**src/rtl/encoder_pkg.sv**
```systemverilog
// Shared types and constants for the token_encoder block.
package encoder_pkg;

   typedef enum logic [2:0] {
      StIdle,
      StCheck,
      StFetch,
      StCompare,
      StSkip,
      StEmit,
      StDone
   } enc_state_t;

   localparam int unsigned NullCharDefault = 0;

   // UNK is the all-ones ID of the given width.
   function automatic int unsigned unk_id(input int unsigned id_width);
      return (32'd1 << id_width) - 32'd1;
   endfunction

endpackage

```
**src/rtl/sp_ram.sv**
```systemverilog
// Simple RAM: one write port, one synchronous read port with 1-cycle latency.
module sp_ram #(
   parameter int unsigned ADDR_WIDTH = 4,
   parameter int unsigned DATA_WIDTH = 8
) (
   input  logic                  clk_i,
   input  logic                  we_i,
   input  logic [ADDR_WIDTH-1:0] waddr_i,
   input  logic [DATA_WIDTH-1:0] wdata_i,
   input  logic [ADDR_WIDTH-1:0] raddr_i,
   output logic [DATA_WIDTH-1:0] rdata_o
);

   logic [DATA_WIDTH-1:0] mem_q [2**ADDR_WIDTH];
   logic [DATA_WIDTH-1:0] rdata_q;

   // Storage write and registered read; contents are deliberately not reset.
   always_ff @(posedge clk_i) begin
      if (we_i) begin
         mem_q[waddr_i] <= wdata_i;
      end
      rdata_q <= mem_q[raddr_i];
   end

   assign rdata_o = rdata_q;

endmodule

```
**src/rtl/token_encoder.sv**
```systemverilog
// Greedy longest-match tokenizer over a NULL-terminated vocabulary RAM and input RAM.
// Optional build macro: ENCODER_STATS_EN adds saturating tok_count/unk_count outputs.
module token_encoder
   import encoder_pkg::*;
#(
   parameter int unsigned ADDR_WIDTH = 4,
   parameter int unsigned DATA_WIDTH = 8,
   parameter int unsigned ID_WIDTH   = 8,
   parameter int unsigned NULL_CHAR  = NullCharDefault
) (
   input  logic                  clk,
   input  logic                  rst_n,
   input  logic                  cs,
   input  logic                  vocab_we,
   input  logic [ADDR_WIDTH-1:0] vocab_waddr,
   input  logic [DATA_WIDTH-1:0] vocab_wdata,
   input  logic                  in_we,
   input  logic [ADDR_WIDTH-1:0] in_waddr,
   input  logic [DATA_WIDTH-1:0] in_wdata,
   output logic                  tok_valid,
   input  logic                  tok_ready,
   output logic [ID_WIDTH-1:0]   tok_id,
   output logic [ADDR_WIDTH:0]   tok_len,
   output logic                  busy,
   output logic                  done,
`ifdef ENCODER_STATS_EN
   output logic [15:0]           tok_count,
   output logic [15:0]           unk_count,
`endif
   output logic                  vocab_overflow
);

   localparam logic [ID_WIDTH-1:0]   Unk     = ID_WIDTH'(unk_id(ID_WIDTH));
   localparam logic [DATA_WIDTH-1:0] NullC   = DATA_WIDTH'(NULL_CHAR);
   localparam logic [ADDR_WIDTH-1:0] AddrMax = '1;

   enc_state_t                state_q, state_d;
   logic                      phase_q, phase_d;     // second cycle of a 2-cycle read wait
   logic [ADDR_WIDTH-1:0]     base_q, base_d;
   logic [ADDR_WIDTH-1:0]     av_q, av_d;
   logic [ADDR_WIDTH-1:0]     ai_q, ai_d;
   logic [ADDR_WIDTH:0]       len_q, len_d;
   logic [ID_WIDTH-1:0]       eid_q, eid_d;
   logic [ID_WIDTH-1:0]       best_id_q, best_id_d;
   logic [ADDR_WIDTH:0]       best_len_q, best_len_d;
   logic                      ovf_q, ovf_d;
   logic                      adv_entry;
   logic [ADDR_WIDTH-1:0]     in_raddr;
   logic [DATA_WIDTH-1:0]     vocab_rdata, in_rdata;
   logic [ID_WIDTH-1:0]       emit_id;
   logic [ADDR_WIDTH:0]       emit_len;
   logic [ADDR_WIDTH+1:0]     adv_sum;

   // CHECK looks at the token start; every other state walks the input via ai.
   assign in_raddr = (state_q == StCheck) ? base_q : ai_q;

   sp_ram #(.ADDR_WIDTH(ADDR_WIDTH), .DATA_WIDTH(DATA_WIDTH)) vocab_ram (
      .clk_i   (clk),
      .we_i    (vocab_we & ~busy),
      .waddr_i (vocab_waddr),
      .wdata_i (vocab_wdata),
      .raddr_i (av_q),
      .rdata_o (vocab_rdata)
   );

   sp_ram #(.ADDR_WIDTH(ADDR_WIDTH), .DATA_WIDTH(DATA_WIDTH)) input_ram (
      .clk_i   (clk),
      .we_i    (in_we & ~busy),
      .waddr_i (in_waddr),
      .wdata_i (in_wdata),
      .raddr_i (in_raddr),
      .rdata_o (in_rdata)
   );

   // Token value presented in EMIT; no match at all yields a 1-character UNK.
   always_comb begin
      emit_id  = (best_len_q == '0) ? Unk : best_id_q;
      emit_len = (best_len_q == '0) ? (ADDR_WIDTH+1)'(1) : best_len_q;
      adv_sum  = (ADDR_WIDTH+2)'(base_q) + (ADDR_WIDTH+2)'(emit_len);
   end

   // Next-state logic for the matching walk.
   always_comb begin
      state_d    = state_q;
      phase_d    = phase_q;
      base_d     = base_q;
      av_d       = av_q;
      ai_d       = ai_q;
      len_d      = len_q;
      eid_d      = eid_q;
      best_id_d  = best_id_q;
      best_len_d = best_len_q;
      ovf_d      = ovf_q;
      adv_entry  = 1'b0;
      unique case (state_q)
         StIdle: begin
            if (cs) begin
               state_d = StCheck;
               phase_d = 1'b0;
               base_d  = '0;
               ovf_d   = 1'b0;
            end
         end
         StCheck: begin
            if (!phase_q) begin
               phase_d = 1'b1;
            end else begin
               phase_d = 1'b0;
               if (in_rdata == NullC) begin
                  state_d = StDone;
               end else begin
                  state_d    = StFetch;
                  av_d       = '0;
                  ai_d       = base_q;
                  len_d      = '0;
                  eid_d      = '0;
                  best_id_d  = '0;
                  best_len_d = '0;
               end
            end
         end
         StFetch: state_d = StCompare;
         StCompare: begin
            if (vocab_rdata == NullC) begin
               if (len_q == '0) begin
                  state_d = StEmit;
               end else begin
                  // Strictly longer wins, so ties keep the lower ID.
                  if (len_q > best_len_q) begin
                     best_id_d  = eid_q;
                     best_len_d = len_q;
                  end
                  adv_entry = 1'b1;
               end
            end else if (vocab_rdata == in_rdata && ai_q != AddrMax) begin
               if (av_q == AddrMax) begin
                  ovf_d   = 1'b1;
                  state_d = StEmit;
               end else begin
                  av_d    = av_q + 1'b1;
                  ai_d    = ai_q + 1'b1;
                  len_d   = len_q + 1'b1;
                  state_d = StFetch;
               end
            end else begin
               // Mismatch: the current vocab char is non-NULL, so step past it first.
               if (av_q == AddrMax) begin
                  ovf_d   = 1'b1;
                  state_d = StEmit;
               end else begin
                  av_d    = av_q + 1'b1;
                  phase_d = 1'b0;
                  state_d = StSkip;
               end
            end
         end
         StSkip: begin
            if (!phase_q) begin
               phase_d = 1'b1;
            end else begin
               phase_d = 1'b0;
               if (vocab_rdata == NullC) begin
                  adv_entry = 1'b1;
               end else if (av_q == AddrMax) begin
                  ovf_d   = 1'b1;
                  state_d = StEmit;
               end else begin
                  av_d = av_q + 1'b1;
               end
            end
         end
         StEmit: begin
            if (tok_ready) begin
               if (adv_sum[ADDR_WIDTH+1:ADDR_WIDTH] != 2'b00) begin
                  state_d = StDone;
               end else begin
                  base_d  = adv_sum[ADDR_WIDTH-1:0];
                  phase_d = 1'b0;
                  state_d = StCheck;
               end
            end
         end
         StDone: state_d = StDone;
         default: state_d = StIdle;
      endcase
      // Move to the next vocab entry, ending the scan on av wrap or ID exhaustion.
      if (adv_entry) begin
         if (av_q == AddrMax) begin
            ovf_d   = 1'b1;
            state_d = StEmit;
         end else if ((eid_q + 1'b1) == Unk) begin
            av_d    = av_q + 1'b1;
            state_d = StEmit;
         end else begin
            av_d    = av_q + 1'b1;
            eid_d   = eid_q + 1'b1;
            len_d   = '0;
            ai_d    = base_q;
            state_d = StFetch;
         end
      end
      if (state_q != StIdle && !cs) begin
         state_d = StIdle;
      end
   end

   // State and pointer registers.
   always_ff @(posedge clk or negedge rst_n) begin
      if (!rst_n) begin
         state_q    <= StIdle;
         phase_q    <= 1'b0;
         base_q     <= '0;
         av_q       <= '0;
         ai_q       <= '0;
         len_q      <= '0;
         eid_q      <= '0;
         best_id_q  <= '0;
         best_len_q <= '0;
         ovf_q      <= 1'b0;
      end else begin
         state_q    <= state_d;
         phase_q    <= phase_d;
         base_q     <= base_d;
         av_q       <= av_d;
         ai_q       <= ai_d;
         len_q      <= len_d;
         eid_q      <= eid_d;
         best_id_q  <= best_id_d;
         best_len_q <= best_len_d;
         ovf_q      <= ovf_d;
      end
   end

   // Outputs decoded from state; token fields are zero outside EMIT.
   always_comb begin
      tok_valid      = (state_q == StEmit);
      tok_id         = tok_valid ? emit_id : '0;
      tok_len        = tok_valid ? emit_len : '0;
      busy           = (state_q != StIdle) && (state_q != StDone);
      done           = (state_q == StDone);
      vocab_overflow = ovf_q;
   end

`ifdef ENCODER_STATS_EN
   logic [15:0] tok_cnt_q, unk_cnt_q;

   // Saturating token/UNK counters, cleared when a new run starts.
   always_ff @(posedge clk or negedge rst_n) begin
      if (!rst_n) begin
         tok_cnt_q <= '0;
         unk_cnt_q <= '0;
      end else if (state_q == StIdle && cs) begin
         tok_cnt_q <= '0;
         unk_cnt_q <= '0;
      end else if (tok_valid && tok_ready) begin
         if (tok_cnt_q != 16'hFFFF) tok_cnt_q <= tok_cnt_q + 16'd1;
         if (emit_id == Unk && unk_cnt_q != 16'hFFFF) unk_cnt_q <= unk_cnt_q + 16'd1;
      end
   end

   assign tok_count = tok_cnt_q;
   assign unk_count = unk_cnt_q;
`endif

endmodule

```
**config.mk**
```make
export PLATFORM = sky130hd
export DESIGN_NAME = token_encoder
export DESIGN_NICKNAME = d
export VERILOG_FILES = /design/src/rtl/encoder_pkg.sv /design/src/rtl/sp_ram.sv /design/src/rtl/token_encoder.sv
export SDC_FILE = /design/constraint.sdc
export NUM_CORES = 1
export LEC_CHECK = 0
export BUFFER_PORTS_ARGS = -buffer_cell sky130_fd_sc_hd__buf_2
export CAP_MARGIN = 15
export CORE_MARGIN = 5
export CORE_UTILIZATION = 60
export CTS_CLUSTER_DIAMETER = 50
export DETAILED_ROUTE_END_ITERATION = 7
export GPL_ROUTABILITY_DRIVEN = 1
export PLACE_DENSITY = 0.86
export RECOVER_POWER = 50
export SLEW_MARGIN = 20
export SYNTH_ARGS = -nofsm -noshare
export SYNTH_HDL_FRONTEND = slang
export SYNTH_SLANG_ARGS = --single-unit
```
**constraint.sdc**
```tcl
create_clock -name clk -period 3.9 [get_ports clk]
set_input_delay 0.39 -clock clk [delete_from_list [all_inputs] [get_ports clk]]
set_output_delay 0.39 -clock clk [all_outputs]
set_load 0.01 [all_outputs]
```
==> run metrics, run 1 <==
outcome complete, but fails checks; violated checks capacitance limit, slew limit; switching power 1.96 mW; Worst Reg-to-Reg Cells 13; Final min period 3.43 ns; initial antenna violation count 0; worst slew pin tran 2.39 ns; Setup Crit Path Kind reg2reg; Buffers & Inverters on Critical Path 2; Unique masters post-synth 63; Initial Util 60.6%; synthesized instance count 979; switching portion of total power 24.5%; num rows 55; Seq/Total Area, Yosys 66.6%; first-pass GRT wire length 44,700 um; maxcap violations 1; top cell type's share of synthesized area 56.4%; RSZ-0062 raised after global routing no; Initial DRC Count 959; Slew Limit Headroom -59.3%; grt ovf 0; DRC 0; IO Count 47; crit path cell chain or4_1 > nor2_1 > or2_2 > ha_1 > inv_1 > fa_1 > nand2b_1 > or4_1 > a21oi_1 > buf_4 > nand2_1 > nand2_1 > mux2_2; Leak 5.65 nW; vias in the first global route 8,236; WL per Instance 20.8 um; Synth Register Bits 315; diode count 0; Worst setup EP type register; worst hold path depth 3; via count 8,191; hpwl dp 17,700 um; fmax 292 MHz; PortBufs 46; CP arrival 3.86 ns; setup ws final 0.470 ns; core area 22,500 sq um; Fin. Hold Viols 0; footprint of the multi-input gates 4200 sq um; worst-path maximum fanout 5; period utilization 88.0%; post-CTS sizing 0; layout cells sized above 1 14.7%; Logic pwr share 13.1%; Post-CTS Setup Inserts 0; worst skew pair latency 0.55 ns; fin. max-slew vios 44; startpoint class of the critical path register; EDFF count, synth 256; Hold Startpoint cs; most frequent cell after synthesis edfxtp_1; worst min path class in2reg; Slowest cell on crit path or4_1; Worst Skew 0.00825 ns; clock tree buffer depth 3; H-tree levels 1; placer congestion estimate 0.897; post-place setup slack 0.455 ns; DRT Pass-1 Iters 5; leading post-synthesis cells by instance count edfxtp_1 (256), nand2_1 (159), nor2_1 (73), mux2i_1 (59), dfrtp_1 (43); post-synthesis async set-or-reset flop share 13.7%; Avg Synthesized Cell Area 13.9 sq um; Final ANT Viol Nets 0; vias per cell 6.11; critical path's largest stage delay 0.53 ns; biggest area consumer among synthesized cells edfxtp_1; synth top area cells edfxtp_1 (56%), dfrtp_1 (7.9%), mux4_2 (6.6%), nand2_1 (4.4%), mux2i_1 (4.3%); Synth Net Count 1,025; Top delay family on crit path simple AND/OR/NAND/NOR gates; Register Area 9080 sq um; wirelength, routed 27,900 um; die height 161 um; Clock Sinks 315; Sequential Power Share 48.2%; fillers 1,429; Root Buffer clkbuf_16; area grow syn2layout 11.5%; CTS Buf Count 30; Setup TNS 0 ns; CTS tree built; Syn Std Cell Area 13,600 sq um; Chip Width 161 um; Die ar. 25,800 sq um; Synth Flop Type edfxtp_1; reg2reg start best_len_q[1]; Setup Viol. Count Final 0; Internal 6.03 mW; CP required 4.33 ns; Final Net Count 1,078; largest net degree at the start of global routing 44; clock power share 38.7%; GR Util All Layers 21.8%; clock slew at reported path FFs 0.06 ns; Worst VDD drop 0.407 mV; Levels on crit path 13; power density cells 525 nW/um^2; Worst setup startpoint best_len_q[1]; Synth warnings 0
power groups by stage:
| stage | clock, mW | sequential, mW | combinational [mW] |
|---|---|---|---|
| floorplan | 0 | 3.87 | 0.791 |
| global placement | 0 | 3.91 | 1.01 |
| detailed placement | 0 | 3.92 | 1.04 |
| CTS | 3.12 | 3.85 | 1.05 |
| global route | 3.26 | 3.86 | 1.15 |
| finish | 3.09 | 3.85 | 1.05 |
registers in the layout (all words and copies together) (netlist names), 5 cells and up:
signal,count
eid_q,8
input_ram.mem_q,128
input_ram.rdata_o,8
vocab_ram.rdata_o,8
best_len_q,5
len_q,5
best_id_q,8
vocab_ram.mem_q,128
final cells by class:
class | instances | area share [%]
Clock buffer | 42 | 5.56
Multi-Input combinational cell | 590 | 27.6
Sequential cell | 315 | 59.7
Inverter | 24 | 0.592
Timing Repair Buffer | 71 | 2.68
Tap cell | 285 | 2.34
Clock inverter | 14 | 1.46
kinds of logic after synthesis:
kind of cell,share of synthesized area [%]
muxes,11.6
adders and majority gates,1.52
and+or+nand+nor,10.9
DFF,66.6
buffers and inverters,2.72
xor gates and xnor gates,0.771
AOI/OAI and AO/OA,5.95
metal layers:
metal	vias up	wire (um)	part of all wire (%)	GRT usage, %
met4	0	607	2.2	5.58
met2	334	14100	50	37.3
li1	3778	-	-	-
met3	54	1830	6.6	2.69
met1	4025	11400	41	30.2
met5	-	0	0	0
tightest hold or removal path, stage by stage:
cell	delay [ns]
buf_2	0.14
nand2_1	0.07
o32ai_1	0.08
through the flow:
stage                     cell area [sq um]  hold slack, ns  util [%]  power [mW]  std cells
after global routing                  15200           0.207      67.6        8.27       1341
final                                 15200           0.184      67.6        7.99       1341
after floorplan                       13600          0.0944         -        4.66        979
after detailed placement              14200           0.517      62.9        4.95       1284
after CTS                             15200          0.0288      67.6        8.02       1340
after global placement                14200           0.505      62.9        4.92       1284
repair_timing:
item | CTS | global route
hold buffers | 0 | 1
endpoints found under the setup margin | 0 | 0
hold endpoints to repair | 0 | 43
worst paths after layout:
path	slack [ns]	end
max in group asynchronous	1.27	av_q[0]
min in group asynchronous	1.11	av_q[0]
setup reg to reg	0.47	base_q[2]
hold / removal	0.18	state_q[2]
hold reg to reg	0.52	best_id_q[3]
setup / recovery	0.47	base_q[2]
layout by cell type, fill, tap and decap left out, types with 6 or more instances in the layout:
cell,n
a21oi_1,21
a32oi_1,8
and2_1,8
buf_2,28
buf_4,22
clkbuf_1,25
clkbuf_16,30
dfrtp_1,42
dfxtp_1,16
edfxtp_1,256
ha_1,15
inv_1,24
mux2i_1,59
mux4_2,40
nand2_1,159
nand2b_1,9
nand3_1,26
nor2_1,73
nor3_1,16
o21ai_0,38
o21ai_1,6
o221ai_1,9
xor2_1,12
Note: power is estimated with default switching activity, not from simulation.
==> run 2, diff against run 1 <==
--- a/config.mk
+++ b/config.mk
@@ -13,7 +13,8 @@
 export DETAILED_ROUTE_END_ITERATION = 7
 export GPL_ROUTABILITY_DRIVEN = 1
 export PLACE_DENSITY = 0.86
-export RECOVER_POWER = 50
+export RECOVER_POWER = 25
+export SKIP_LAST_GASP = 1
 export SLEW_MARGIN = 20
 export SYNTH_ARGS = -nofsm -noshare
 export SYNTH_HDL_FRONTEND = slang
==> run metrics, run 2 (same netlist as run 1, synthesis figures left out) <==
outcome complete, no violations; first-pass GRT wire length 44,700 um (unchanged); GR Util All Layers 21.8% (unchanged); core area 22,500 sq um (unchanged); reg2reg start best_len_q[1]; period utilization 88.5% (+0.55 points); Setup Crit Path Kind reg2reg; WL per Instance 20.8 um (+0.13%); worst skew pair latency 0.55 ns (about the same); Root Buffer clkbuf_16; Die ar. 25,800 sq um (unchanged); setup ws final 0.448 ns (-0.0214 ns); diode count 0 (unchanged); clock power share 38.7% (about the same); fmax 290 MHz (-0.62%); crit path cell chain or4_1 > nor2_1 > or2_2 > ha_1 > inv_1 > fa_1 > nand2b_1 > or4_1 > a21oi_1 > buf_4 > nand2_1 > nand2_1 > mux2_2; initial antenna violation count 0 (unchanged); Initial Util 60.6% (unchanged); CTS Buf Count 30 (unchanged); Tot Pwr 7.99 mW (about the same); fin. max-slew vios 0 (-100%); most frequent cells in the layout edfxtp_1 (256), nand2_1 (159), nor2_1 (73); DRC 0 (unchanged); Final min period 3.45 ns (+0.0214 ns); placer congestion estimate 0.897 (unchanged); Clock Sinks 315 (unchanged); switching portion of total power 24.5% (-0.035 points); Slowest cell on crit path or4_1; Setup TNS 0 ns (unchanged); startpoint class of the critical path register; IO Count 47 (unchanged); layout cells sized above 1 15.3% (+0.66 points); Logic pwr share 13.1% (about the same); CP required 4.33 ns (about the same); switching power 1.95 mW (-0.19%); worst slew pin tran 0.859 ns (-1.53 ns); via count 8,219 (+0.34%); Final Net Count 1,078 (unchanged); hpwl dp 17,700 um (unchanged); Leak 5.68 nW (+0.40%); Worst VDD drop 0.408 mV (+0.22%); post-place setup slack 0.455 ns (unchanged); Chip Width 161 um (unchanged); num rows 55 (unchanged); CP arrival 3.88 ns (+0.02 ns); H-tree levels 1 (unchanged); Initial DRC Count 869 (-9.4%); worst min path class in2reg; wirelength, routed 27,900 um (+0.13%); Sequential Power Share 48.2% (about the same); Final ANT Viol Nets 0 (unchanged); fillers 1,425 (-0.28%); vias in the first global route 8,236 (unchanged); Fin. Hold Viols 0 (unchanged); critical path's largest stage delay 0.53 ns (about the same); DRT Pass-1 Iters 5 (unchanged); post-CTS sizing 0 (unchanged); commonest non-fill, non-tap cell in the layout edfxtp_1; Worst setup EP type register; grt ovf 0 (unchanged); Slew Limit Headroom 42.5% (+100 points); Worst setup startpoint best_len_q[1]; Setup Viol. Count Final 0 (unchanged); setup slack, reg-to-reg 0.45 ns (-0.02 ns); Worst setup endpoint base_q[2]; die height 161 um (unchanged); clock slew at reported path FFs 0.07 ns (about the same); Critical R2R Capture base_q[2]; biggest regs input_ram.mem_q x128, vocab_ram.mem_q x128; largest net degree at the start of global routing 44 (unchanged); vias per cell 6.13 (+0.34%); CTS tree built; power density cells 525 nW/um^2 (-0.14%); Worst Skew 0.00942 ns (+0.00117 ns); Worst Reg-to-Reg Cells 13 (unchanged); maxcap violations 0 (-1); worst-path maximum fanout 5 (unchanged); RSZ-0062 raised after global routing no; Internal 6.03 mW (about the same); PortBufs 46 (unchanged); area grow syn2layout 11.6% (about the same); clock tree buffer depth 3 (unchanged)
[run 2: how the worst min path moves through the flow]
| stage | start | depth (start not counted) | endpoint |
|---|---|---|---|
| finish | cs | 3 | state_q[2] |
| CTS | rst_n | 1 | av_q[3] |
| global placement | vocab_overflow | 2 | vocab_overflow |
| global route | cs | 3 | state_q[2] |
| floorplan | rst_n | 0 | ai_q[0] |
| detailed placement | best_id_q[5] | 2 | best_id_q[5] |
[run 2: what timing repair did]
item | 4_1_cts | 5_1_grt
endpoints found under the hold margin | 0 | 43
hold buffers | 0 | 1
setup buffers | 0 | 0
[run 2: layout make-up]
| cell class | count | area [sq um] | area share (%) |
|---|---|---|---|
| Inverter | 24 | 90.1 | 0.592 |
| Multi-Input combinational cell | 590 | 4200 | 27.6 |
| Timing Repair Buffer | 71 | 422 | 2.77 |
| Sequential cell | 315 | 9080 | 59.7 |
| Clock inverter | 14 | 221 | 1.45 |
| Clock buffer | 42 | 846 | 5.56 |
| Tap cell | 285 | 357 | 2.34 |
[run 2: through the flow]
step	instance area [sq um]	instances	util, %	hold WS (ns)
detailed placement	14200	1284	62.9	0.517
global placement	14200	1284	62.9	0.505
floorplan	13600	979	-	0.0944
finish	15200	1341	67.6	0.191
global route	15200	1341	67.6	0.207
CTS	15200	1340	67.6	0.0288
[run 2: power groups by stage]
| stage | clock [mW] | combinational, mW | sequential (mW) |
|---|---|---|---|
| floorplan | 0 | 0.791 | 3.87 |
| global route | 3.26 | 1.15 | 3.86 |
| detailed placement | 0 | 1.04 | 3.92 |
| CTS | 3.12 | 1.05 | 3.85 |
| global placement | 0 | 1.01 | 3.91 |
| finish | 3.09 | 1.05 | 3.85 |
[run 2: worst max-delay path: cells and delay by family, from the launching register on]
family | cells | cell delay [ns]
buf+inv | 2 | 0.22
compound gates | 1 | 0.15
flops | 1 | 0.42
simple gates | 7 | 1.63
fa+ha+maj | 2 | 0.58
mux | 1 | 0.34
[run 2: layer usage]
metal	part of all wire (%)	vias up	track usage (%)
met5	0	-	0
met4	2.2	0	5.58
met3	6.2	52	2.69
met2	51	320	37.3
met1	41	4078	30.2
li1	-	3769	-
